## src/rtl/mem_port_arbiter_if.sv

```systemverilog
// Purpose: bundle between fetch stage, data stage, the port arbiter and external memory.
// Latency: none, signals only.
// Backpressure: core side is held-req / valid-pulse; bus side is held-req / ack.
// Modports:
//   slave  - arbiter view: core requests and bus response in; results, stalls, bus transaction out.
//   master - environment view (pipeline stages plus memory), the mirror image of slave.
interface mem_port_arbiter_if #(
  parameter int ADDR_W = 32,
  parameter int DATA_W = 32
);
  localparam int BE_W = DATA_W / 8;

  // Instruction fetch stage
  logic              if_req;
  logic [ADDR_W-1:0] if_addr;
  logic              if_flush;
  logic [DATA_W-1:0] if_rdata;
  logic              if_valid;
  logic              stall_if;

  // Data access stage
  logic              dm_req;
  logic              dm_we;
  logic [BE_W-1:0]   dm_be;
  logic [ADDR_W-1:0] dm_addr;
  logic [DATA_W-1:0] dm_wdata;
  logic [DATA_W-1:0] dm_rdata;
  logic              dm_valid;
  logic              stall_mem;

  // External memory port
  logic              bus_req;
  logic              bus_we;
  logic [BE_W-1:0]   bus_be;
  logic [ADDR_W-1:0] bus_addr;
  logic [DATA_W-1:0] bus_wdata;
  logic [DATA_W-1:0] bus_rdata;
  logic              bus_ack;
  logic              bus_err;

  modport slave (
    input  if_req, if_addr, if_flush,
    output if_rdata, if_valid, stall_if,
    input  dm_req, dm_we, dm_be, dm_addr, dm_wdata,
    output dm_rdata, dm_valid, stall_mem,
    output bus_req, bus_we, bus_be, bus_addr, bus_wdata, bus_err,
    input  bus_rdata, bus_ack
  );

  modport master (
    output if_req, if_addr, if_flush,
    input  if_rdata, if_valid, stall_if,
    output dm_req, dm_we, dm_be, dm_addr, dm_wdata,
    input  dm_rdata, dm_valid, stall_mem,
    input  bus_req, bus_we, bus_be, bus_addr, bus_wdata, bus_err,
    output bus_rdata, bus_ack
  );
endinterface

```

## src/rtl/mem_port_arbiter.sv

```systemverilog
// Purpose: shares one memory port between instruction fetch and data access, data has priority.
// Latency: request seen at cycle N -> bus_req at N+1; ack at cycle A -> *_valid pulse at A+1.
// Backpressure: requesters hold *_req and see stall_* until their valid pulse; a missing ack
//   is cut off after TIMEOUT waiting cycles with bus_err and a zero-data completion.
// Ports:
//   clk, rst (async, active-low)
//   port.slave : if_* fetch side, dm_* data side, bus_* external memory transaction
module mem_port_arbiter #(
  parameter int ADDR_W  = 32,
  parameter int DATA_W  = 32,
  parameter int TIMEOUT = 255,  // 0 disables the timeout
  parameter int TO_W    = 8     // TIMEOUT must fit below 2**TO_W
) (
  input  logic               clk,
  input  logic               rst,
  mem_port_arbiter_if.slave  port
);

  typedef enum logic [1:0] {
    IDLE    = 2'd0,
    IF_BUSY = 2'd1,
    DM_BUSY = 2'd2
  } state_t;

  state_t          state;
  logic            drop;    // current fetch was flushed; finish the bus cycle but hide the result
  logic [TO_W-1:0] toCnt;
  logic            toHit;
  logic            dropNow;

  // The count register lags by one, so the cut-off fires on the edge where the
  // TIMEOUT-th waiting cycle ends; bus_req is therefore high for exactly TIMEOUT cycles.
  assign toHit   = (TIMEOUT != 0) && (toCnt == TO_W'(TIMEOUT - 1)) && !port.bus_ack;
  // A flush landing on the completing cycle still kills that fetch.
  assign dropNow = drop || port.if_flush;

  assign port.stall_if  = port.if_req & ~port.if_valid;
  assign port.stall_mem = port.dm_req & ~port.dm_valid;

  always_ff @(posedge clk or negedge rst) begin
    if (!rst) begin
      state          <= IDLE;
      drop           <= 1'b0;
      toCnt          <= '0;
      port.bus_req   <= 1'b0;
      port.bus_we    <= 1'b0;
      port.bus_be    <= '0;
      port.bus_addr  <= ADDR_W'(0);
      port.bus_wdata <= DATA_W'(0);
      port.bus_err   <= 1'b0;
      port.if_rdata  <= DATA_W'(0);
      port.if_valid  <= 1'b0;
      port.dm_rdata  <= DATA_W'(0);
      port.dm_valid  <= 1'b0;
    end else begin
      // Completion and error flags are single-cycle pulses.
      port.if_valid <= 1'b0;
      port.dm_valid <= 1'b0;
      port.bus_err  <= 1'b0;

      case (state)
        IDLE: begin
          // A requester still showing its valid pulse is in its completion cycle and
          // has not yet had a chance to drop or change its request.
          if (port.dm_req && !port.dm_valid) begin
            state          <= DM_BUSY;
            port.bus_req   <= 1'b1;
            port.bus_we    <= port.dm_we;
            port.bus_be    <= port.dm_be;
            port.bus_addr  <= port.dm_addr;
            port.bus_wdata <= port.dm_wdata;
            toCnt          <= '0;
          end else if (port.if_req && !port.if_valid) begin
            state          <= IF_BUSY;
            port.bus_req   <= 1'b1;
            port.bus_we    <= 1'b0;
            port.bus_be    <= '1;
            port.bus_addr  <= port.if_addr;
            port.bus_wdata <= DATA_W'(0);
            toCnt          <= '0;
            drop           <= port.if_flush;
          end
        end

        IF_BUSY: begin
          if (port.bus_ack || toHit) begin
            state        <= IDLE;
            port.bus_req <= 1'b0;
            port.bus_err <= !port.bus_ack;
            drop         <= 1'b0;
            if (!dropNow) begin
              port.if_valid <= 1'b1;
              port.if_rdata <= port.bus_ack ? port.bus_rdata : DATA_W'(0);
            end
          end else begin
            toCnt <= toCnt + 1'b1;
            if (port.if_flush) begin
              drop <= 1'b1;
            end
          end
        end

        DM_BUSY: begin
          if (port.bus_ack || toHit) begin
            state         <= IDLE;
            port.bus_req  <= 1'b0;
            port.bus_err  <= !port.bus_ack;
            port.dm_valid <= 1'b1;
            if (!port.bus_ack) begin
              port.dm_rdata <= DATA_W'(0);
            end else if (!port.bus_we) begin
              port.dm_rdata <= port.bus_rdata;  // stores leave the last load value in place
            end
          end else begin
            toCnt <= toCnt + 1'b1;
          end
        end

        default: begin
          state        <= IDLE;
          port.bus_req <= 1'b0;
        end
      endcase
    end
  end

endmodule
```

## src/flat_wrapper.sv

```systemverilog
// flat-port wrapper written by rule: the top's interface ports become plain ports
module mem_port_arbiter_flat 
#(
  parameter int ADDR_W  = 32,
  parameter int DATA_W  = 32,
  parameter int TIMEOUT = 255,                           
  parameter int TO_W    = 8                                      
)
  (clk, rst, port_if_req, port_if_addr, port_if_flush, port_if_rdata, port_if_valid, port_stall_if, port_dm_req, port_dm_we, port_dm_be, port_dm_addr, port_dm_wdata, port_dm_rdata, port_dm_valid, port_stall_mem, port_bus_req, port_bus_we, port_bus_be, port_bus_addr, port_bus_wdata, port_bus_err, port_bus_rdata, port_bus_ack);
  mem_port_arbiter_if #(.ADDR_W(ADDR_W), .DATA_W(DATA_W)) port_i ();
  input  logic clk;
  input  logic rst;
  input wire logic [$bits(port_i.if_req)-1:0] port_if_req;
  input wire logic [$bits(port_i.if_addr)-1:0] port_if_addr;
  input wire logic [$bits(port_i.if_flush)-1:0] port_if_flush;
  output wire logic [$bits(port_i.if_rdata)-1:0] port_if_rdata;
  output wire logic [$bits(port_i.if_valid)-1:0] port_if_valid;
  output wire logic [$bits(port_i.stall_if)-1:0] port_stall_if;
  input wire logic [$bits(port_i.dm_req)-1:0] port_dm_req;
  input wire logic [$bits(port_i.dm_we)-1:0] port_dm_we;
  input wire logic [$bits(port_i.dm_be)-1:0] port_dm_be;
  input wire logic [$bits(port_i.dm_addr)-1:0] port_dm_addr;
  input wire logic [$bits(port_i.dm_wdata)-1:0] port_dm_wdata;
  output wire logic [$bits(port_i.dm_rdata)-1:0] port_dm_rdata;
  output wire logic [$bits(port_i.dm_valid)-1:0] port_dm_valid;
  output wire logic [$bits(port_i.stall_mem)-1:0] port_stall_mem;
  output wire logic [$bits(port_i.bus_req)-1:0] port_bus_req;
  output wire logic [$bits(port_i.bus_we)-1:0] port_bus_we;
  output wire logic [$bits(port_i.bus_be)-1:0] port_bus_be;
  output wire logic [$bits(port_i.bus_addr)-1:0] port_bus_addr;
  output wire logic [$bits(port_i.bus_wdata)-1:0] port_bus_wdata;
  output wire logic [$bits(port_i.bus_err)-1:0] port_bus_err;
  input wire logic [$bits(port_i.bus_rdata)-1:0] port_bus_rdata;
  input wire logic [$bits(port_i.bus_ack)-1:0] port_bus_ack;
  assign port_i.if_req = port_if_req;
  assign port_i.if_addr = port_if_addr;
  assign port_i.if_flush = port_if_flush;
  assign port_if_rdata = port_i.if_rdata;
  assign port_if_valid = port_i.if_valid;
  assign port_stall_if = port_i.stall_if;
  assign port_i.dm_req = port_dm_req;
  assign port_i.dm_we = port_dm_we;
  assign port_i.dm_be = port_dm_be;
  assign port_i.dm_addr = port_dm_addr;
  assign port_i.dm_wdata = port_dm_wdata;
  assign port_dm_rdata = port_i.dm_rdata;
  assign port_dm_valid = port_i.dm_valid;
  assign port_stall_mem = port_i.stall_mem;
  assign port_bus_req = port_i.bus_req;
  assign port_bus_we = port_i.bus_we;
  assign port_bus_be = port_i.bus_be;
  assign port_bus_addr = port_i.bus_addr;
  assign port_bus_wdata = port_i.bus_wdata;
  assign port_bus_err = port_i.bus_err;
  assign port_i.bus_rdata = port_bus_rdata;
  assign port_i.bus_ack = port_bus_ack;
  mem_port_arbiter #(.ADDR_W(ADDR_W), .DATA_W(DATA_W), .TIMEOUT(TIMEOUT), .TO_W(TO_W)) u_core (.clk(clk), .rst(rst), .port(port_i));
endmodule
```

## config.mk

```make
export PLATFORM = sky130hd
export DESIGN_NAME = mem_port_arbiter_flat
export DESIGN_NICKNAME = d
export VERILOG_FILES = /design/src/rtl/mem_port_arbiter_if.sv /design/src/rtl/mem_port_arbiter.sv /design/src/flat_wrapper.sv
export SDC_FILE = /design/constraint.sdc
export NUM_CORES = 1
export LEC_CHECK = 0
export ABC_CLOCK_PERIOD_IN_PS = 3290
export CELL_PAD_IN_SITES_DETAIL_PLACEMENT = 0
export CELL_PAD_IN_SITES_GLOBAL_PLACEMENT = 1
export CORE_ASPECT_RATIO = 1.5
export CORE_UTILIZATION = 34
export DETAILED_ROUTE_END_ITERATION = 16
export GPL_ROUTABILITY_DRIVEN = 1
export PLACE_DENSITY_LB_ADDON = 0.1
export SYNTH_ARGS = -nofsm -noshare
export SYNTH_HDL_FRONTEND = slang
export SYNTH_SLANG_ARGS = --single-unit
```

## constraint.sdc

```tcl
create_clock -name clk -period 3.29 [get_ports clk]
set_input_delay 0.658 -clock clk [delete_from_list [all_inputs] [get_ports clk]]
set_output_delay 0.658 -clock clk [all_outputs]
set_load 0.02 [all_outputs]
```

Yosys cells after proc, flatten, opt, wreduce, memory -nomap -nowiden. Cells that the tools add are included.

Eq/ne operators: 10. Add/sub/neg operators: 1. Reduce and logical (&&, ||, !) cells: 19. Muxes and demuxes: 35. Bitwise gates (word level): 5.

Operators with widths (number): two-way mux 32 bit (7); two-way mux 8 bit (3); two-way mux 1 bit (16); one-hot mux 8 bit (2 select lines) (1); AND reduction 3 bit (3); adder 8 x 1 -> 8 bit (second input constant) (1); == test 8 bit (second input constant) (1); two-way mux 4 bit (2); two-way mux 2 bit (3); inequality test 2 bit (second input constant) (3); nonzero test 2 bit (3); inequality test 2 x 1 -> 1 bit (second input constant) (2); one-hot mux 1 bit (2 select lines) (2); one-hot mux 2 bit (2 select lines) (1); AND reduction 2 bit (2); AND reduction 4 bit (1); logical AND 1 bit (3); logical NOT 1 bit (3); inequality test 3 x 1 -> 1 bit (second input constant) (1); inequality test 3 x 2 -> 1 bit (second input constant) (1); inverter 1 bit (3); bitwise AND 1 bit (2); == test 2 x 1 -> 1 bit (second input constant) (1); == test 2 bit (second input constant) (1); 3 further kinds (4).

Register bits after elaboration: 148. Input port bits: 139.

Logic depth before layout (Yosys ltp). Gate-level depths: netlist (run 1).

Depth after elaboration: 5. Depth in mapped cells: 7. Depth with buffers taken out: 6.

Least setup slack after synthesis (run 1). Ideal clock, no wire load.

Kind: input -> output. From: input port port_dm_req. To: output port port_stall_mem. Path buffers: 2. Path slack: 1.268 ns. Stages on the path: 4. Arrival time: 1.364 ns. Path through: nand2b_1 > inv_1 > buf_2 > buf_1.

Longest elaborated chain between the ends: 1.

RTL lines: from (decl) (RTL line flat_wrapper.sv:19) `input wire logic [$bits(port_i.dm_req)-1:0] port_dm_req;`; bitwise AND 1 bit (RTL line mem_port_arbiter.sv:38) `assign port.stall_mem = port.dm_req & ~port.dm_valid;`; to (decl) (RTL line flat_wrapper.sv:26) `output wire logic [$bits(port_i.stall_mem)-1:0] port_stall_mem;`.

Every way passes these cells.

Worst setup path in the final report (run 1).
From: input port port_if_req. To: output port port_stall_if.

Longest elaborated chain between the ends: 1.

RTL lines: from (decl) (RTL line flat_wrapper.sv:13) `input wire logic [$bits(port_i.if_req)-1:0] port_if_req;`; bitwise AND 1 bit (RTL line mem_port_arbiter.sv:37) `assign port.stall_if = port.if_req & ~port.if_valid;`; to (decl) (RTL line flat_wrapper.sv:18) `output wire logic [$bits(port_i.stall_if)-1:0] port_stall_if;`.

Every way passes these cells.

==> impl_results.md, run 1 <==
- Status: finished, final reports clean
- Worst path cell trace: clkdlybuf4s50_1, nand2b_1, inv_1, clkdlybuf4s50_1
- Clock Latency Late Sink: 0.42 ns
- Initial DRC count: 283
- Initial core utilization: 0.347
- Post-synth EDFFs: 0
- Nets@finish: 949
- # rows: 60
- Worst-margin pin slew: 0.863 ns
- Most frequent cell after synthesis: dfrtp_1
- Synth Area in Simple Gates: 0.104
- All-Layer GR Usage: 0.213
- Grt ovf: 0
- XOR/XNOR Fraction of Synth Area: 0
- Clk_skew: 0.0118 ns
- FMAX: 351 MHz
- CTS tree: done
- CP Capture Type: output port
- Post-synth top area cell: dfrtp_1
- Data required time of the worst path: 2.63 ns
- Yosys top cell area share: 0.595
- Register area share after synthesis: 0.595
- Main combinational cell family by area after synthesis: compound AO/OA/AOI/OAI gates
- Die ar.: 0.0189 mm^2
- Routability Congestion: 0.782
- Routed wire length: 19400 um
- Fillers: 1645
- DRC: 0
- Post-synth top flop: dfrtp_1
- CTS Hold Bufs: 0
- First-pass GRT wire length: 30800 um
- Pin count of the biggest net entering global routing: 69
- H-tree lvl count: 4
- CP bufs+invs: 3
- Cell Pwr Density: 1010 mW/mm^2
- Antenna violations before repair: 0
- Die width: 112 um
- Unrepaired setup endpoints after global routing: no
- Hold Vio Cnt, Final: 0
- Proportion of layout cells with a drive suffix above 1: 0.0733
- Async set or reset register ratio after synthesis: 1.00
- P&R area growth vs syn: 58.0%
- Hold WC Path Type: primary input to asynchronous set/reset pin
- Core area: 0.0179 mm^2
- Hold WS: 0.208 ns
- Final Critical Period: 2.85 ns
- # port buffers: 277
- Die Y: 168 um
- Netlist cell types: 45
- Max_cap viols: 0
- Critical path class: primary input to output port
- Average cell area after synthesis: 11.5 um^2
- Total nets after synthesis: 684
- Post-Syn Instances: 540
- Max stage delay on crit path: 0.66 ns
- Top delay family on crit path: buffers and inverters
- CTS root buf: clkbuf_16
- Most frequent CP cell: clkdlybuf4s50_1
- Post-CTS Setup Repair Bufs: 0
- Post-synthesis adder-cell area fraction: 0.0101
- WL/cell: 18.8 um
- Vias in the first global route: 5671
- Crit-path slowest cell: clkdlybuf4s50_1
- Worst EP arrival: 2.19 ns
- Final worst-path cycle share: 0.867
- Ant diodes: 0
- Most frequent cells after synthesis: 148 x dfrtp_1, 129 x a22o_1, 71 x nand2_1
- Final setup TNS: 0 ns
- DRT antenna net count: 0
- # clock sinks: 148
- Max-slew headroom: 0.423
- Levels on crit path: 4
- Max-slew violations: 0
- Crit start category: primary input
- Lkg Pwr: 4.26 nW
- Total Power: 9.88 mW
- Ranking of synthesized cells by area: dfrtp_1 60%, a22o_1 18%, nand2_1 4.3%
- CTS clk-pin slew, worst paths: 0.06 ns
- Syn. warnings: 0
- Critical-path maximum fanout: 6
- Worst r2r path cells: 6
- DR vias/cell: 5.31
- Max VDD drop: 512 uV
- Top-level I/O count: 278
- CTS Buf Count: 17
- Setup Viol. Count Final: 0
- Post-synthesis mux area share: 0
- DP Wirelength: 13400 um
- Via count: 5491
- Resized Gates After CTS: 0
- DRT Pass-1 Iters: 4
- Clock buffer depth: 2
- Register bit count reported by yosys: 148
- Mapped Area: 0.00622 mm^2
- Synth Area in Compound Gates: 0.255
cells by family after synthesis:
group,Yosys count
flops,148
fa+ha+maj,5
compound gates,192
simple gates,141
buf+inv,54
placed cells by master, fill, tap and decap left out, types with 2 or more instances in the layout:
cell type	count
clkinv_4	5
buf_12	2
and2_1	3
ha_1	5
bufinv_16	2
a21oi_1	5
nor2b_1	2
and3_1	5
a22o_1	129
nand2_1	71
clkinvlp_4	2
nand4_1	2
clkbuf_8	2
inv_1	8
nand3_2	2
nor2_1	34
a21o_1	3
inv_6	3
dfrtp_1	148
nor3_1	7
clkbuf_16	17
a221o_1	3
o22a_1	4
buf_4	12
a211o_1	3
nand2b_1	2
a31oi_1	32
nand3_1	3
clkdlybuf4s50_1	276
through the flow:
| stage | cells | worst slack [ns] | instance area [um^2] | utilization |
|---|---|---|---|---|
| floorplan | 540 | 1.27 | 6220 | - |
| global placement | 1003 | 0.482 | 9220 | 0.514 |
| detailed placement | 1003 | 0.438 | 9230 | 0.514 |
| CTS | 1035 | 0.436 | 9830 | 0.548 |
| global route | 1035 | 0.378 | 9830 | 0.548 |
| finish | 1035 | 0.439 | 9830 | 0.548 |
routing by layer:
metal / routed length, um / part of all wire / global-route usage / up-vias
met5: 0 / 0 / 0 / -
met4: 500 / 0.026 / 0.0806 / 0
met3: 1190 / 0.061 / 0.0666 / 26
met2: 9940 / 0.51 / 0.374 / 208
met1: 7790 / 0.40 / 0.239 / 2718
li1: - / - / - / 2539
sequential cells by signal, indices dropped and copies added (netlist names):
register and cells:
u_core.port.bus_req 1, u_core.port.if_valid 1, u_core.port.dm_valid 1, u_core.port.bus_addr 32, u_core.port.bus_err 1, u_core.port.if_rdata 32
u_core.port.bus_be 4, u_core.state 2, u_core.port.bus_we 1, u_core.toCnt 8, u_core.port.dm_rdata 32, u_core.port.bus_wdata 32
u_core.drop 1
worst reg2reg max path, stage by stage, from the launching register on:
cell and delay, ns:
dfrtp_1 0.46, inv_1 0.09, ha_1 0.17, and3_1 0.29, a21o_4 0.18, nand3_2 0.59
a22o_1 0.49
final timing paths:
kind	startpoint	to	slack (ns)
setup / recovery	port_if_req	port_stall_if	0.44
hold reg to reg	u_core.port.bus_wdata[31]	u_core.port.bus_wdata[31]	0.51
hold / removal	rst	u_core.port.bus_addr[8]	0.21
min in group clk	u_core.port.bus_wdata[31]	u_core.port.bus_wdata[31]	0.51
max in group asynchronous	rst	u_core.port.bus_addr[2]	2.29
setup reg to reg	u_core.toCnt[0]	u_core.port.if_rdata[30]	0.91
area by class of cell:
class	instances	area, um^2	area share
tap	217	272	0.0276
sequential	148	3700	0.377
multi-input combinational	338	2310	0.235
inverter	9	33.8	0.00344
clock buffer	20	457	0.0465
clock inverter	12	145	0.0148
timing repair buffer	291	2900	0.295
power by group:
| group | switching (mW) | internal [mW] | total (mW) |
|---|---|---|---|
| registers | 0.518 | 2.62 | 3.14 |
| clock network | 0.795 | 1.17 | 1.97 |
| logic | 2.43 | 2.35 | 4.78 |
No activity file was read; power rests on OpenSTA's default activity.
==> run 2, diff against run 1 <==
CTS_CLUSTER_DIAMETER = 30   (was unset)
SLEW_MARGIN = 0   (was unset)
==> results of run 2 <==
Same layout as run 1: the final DEF is identical, and so are final timing and power.
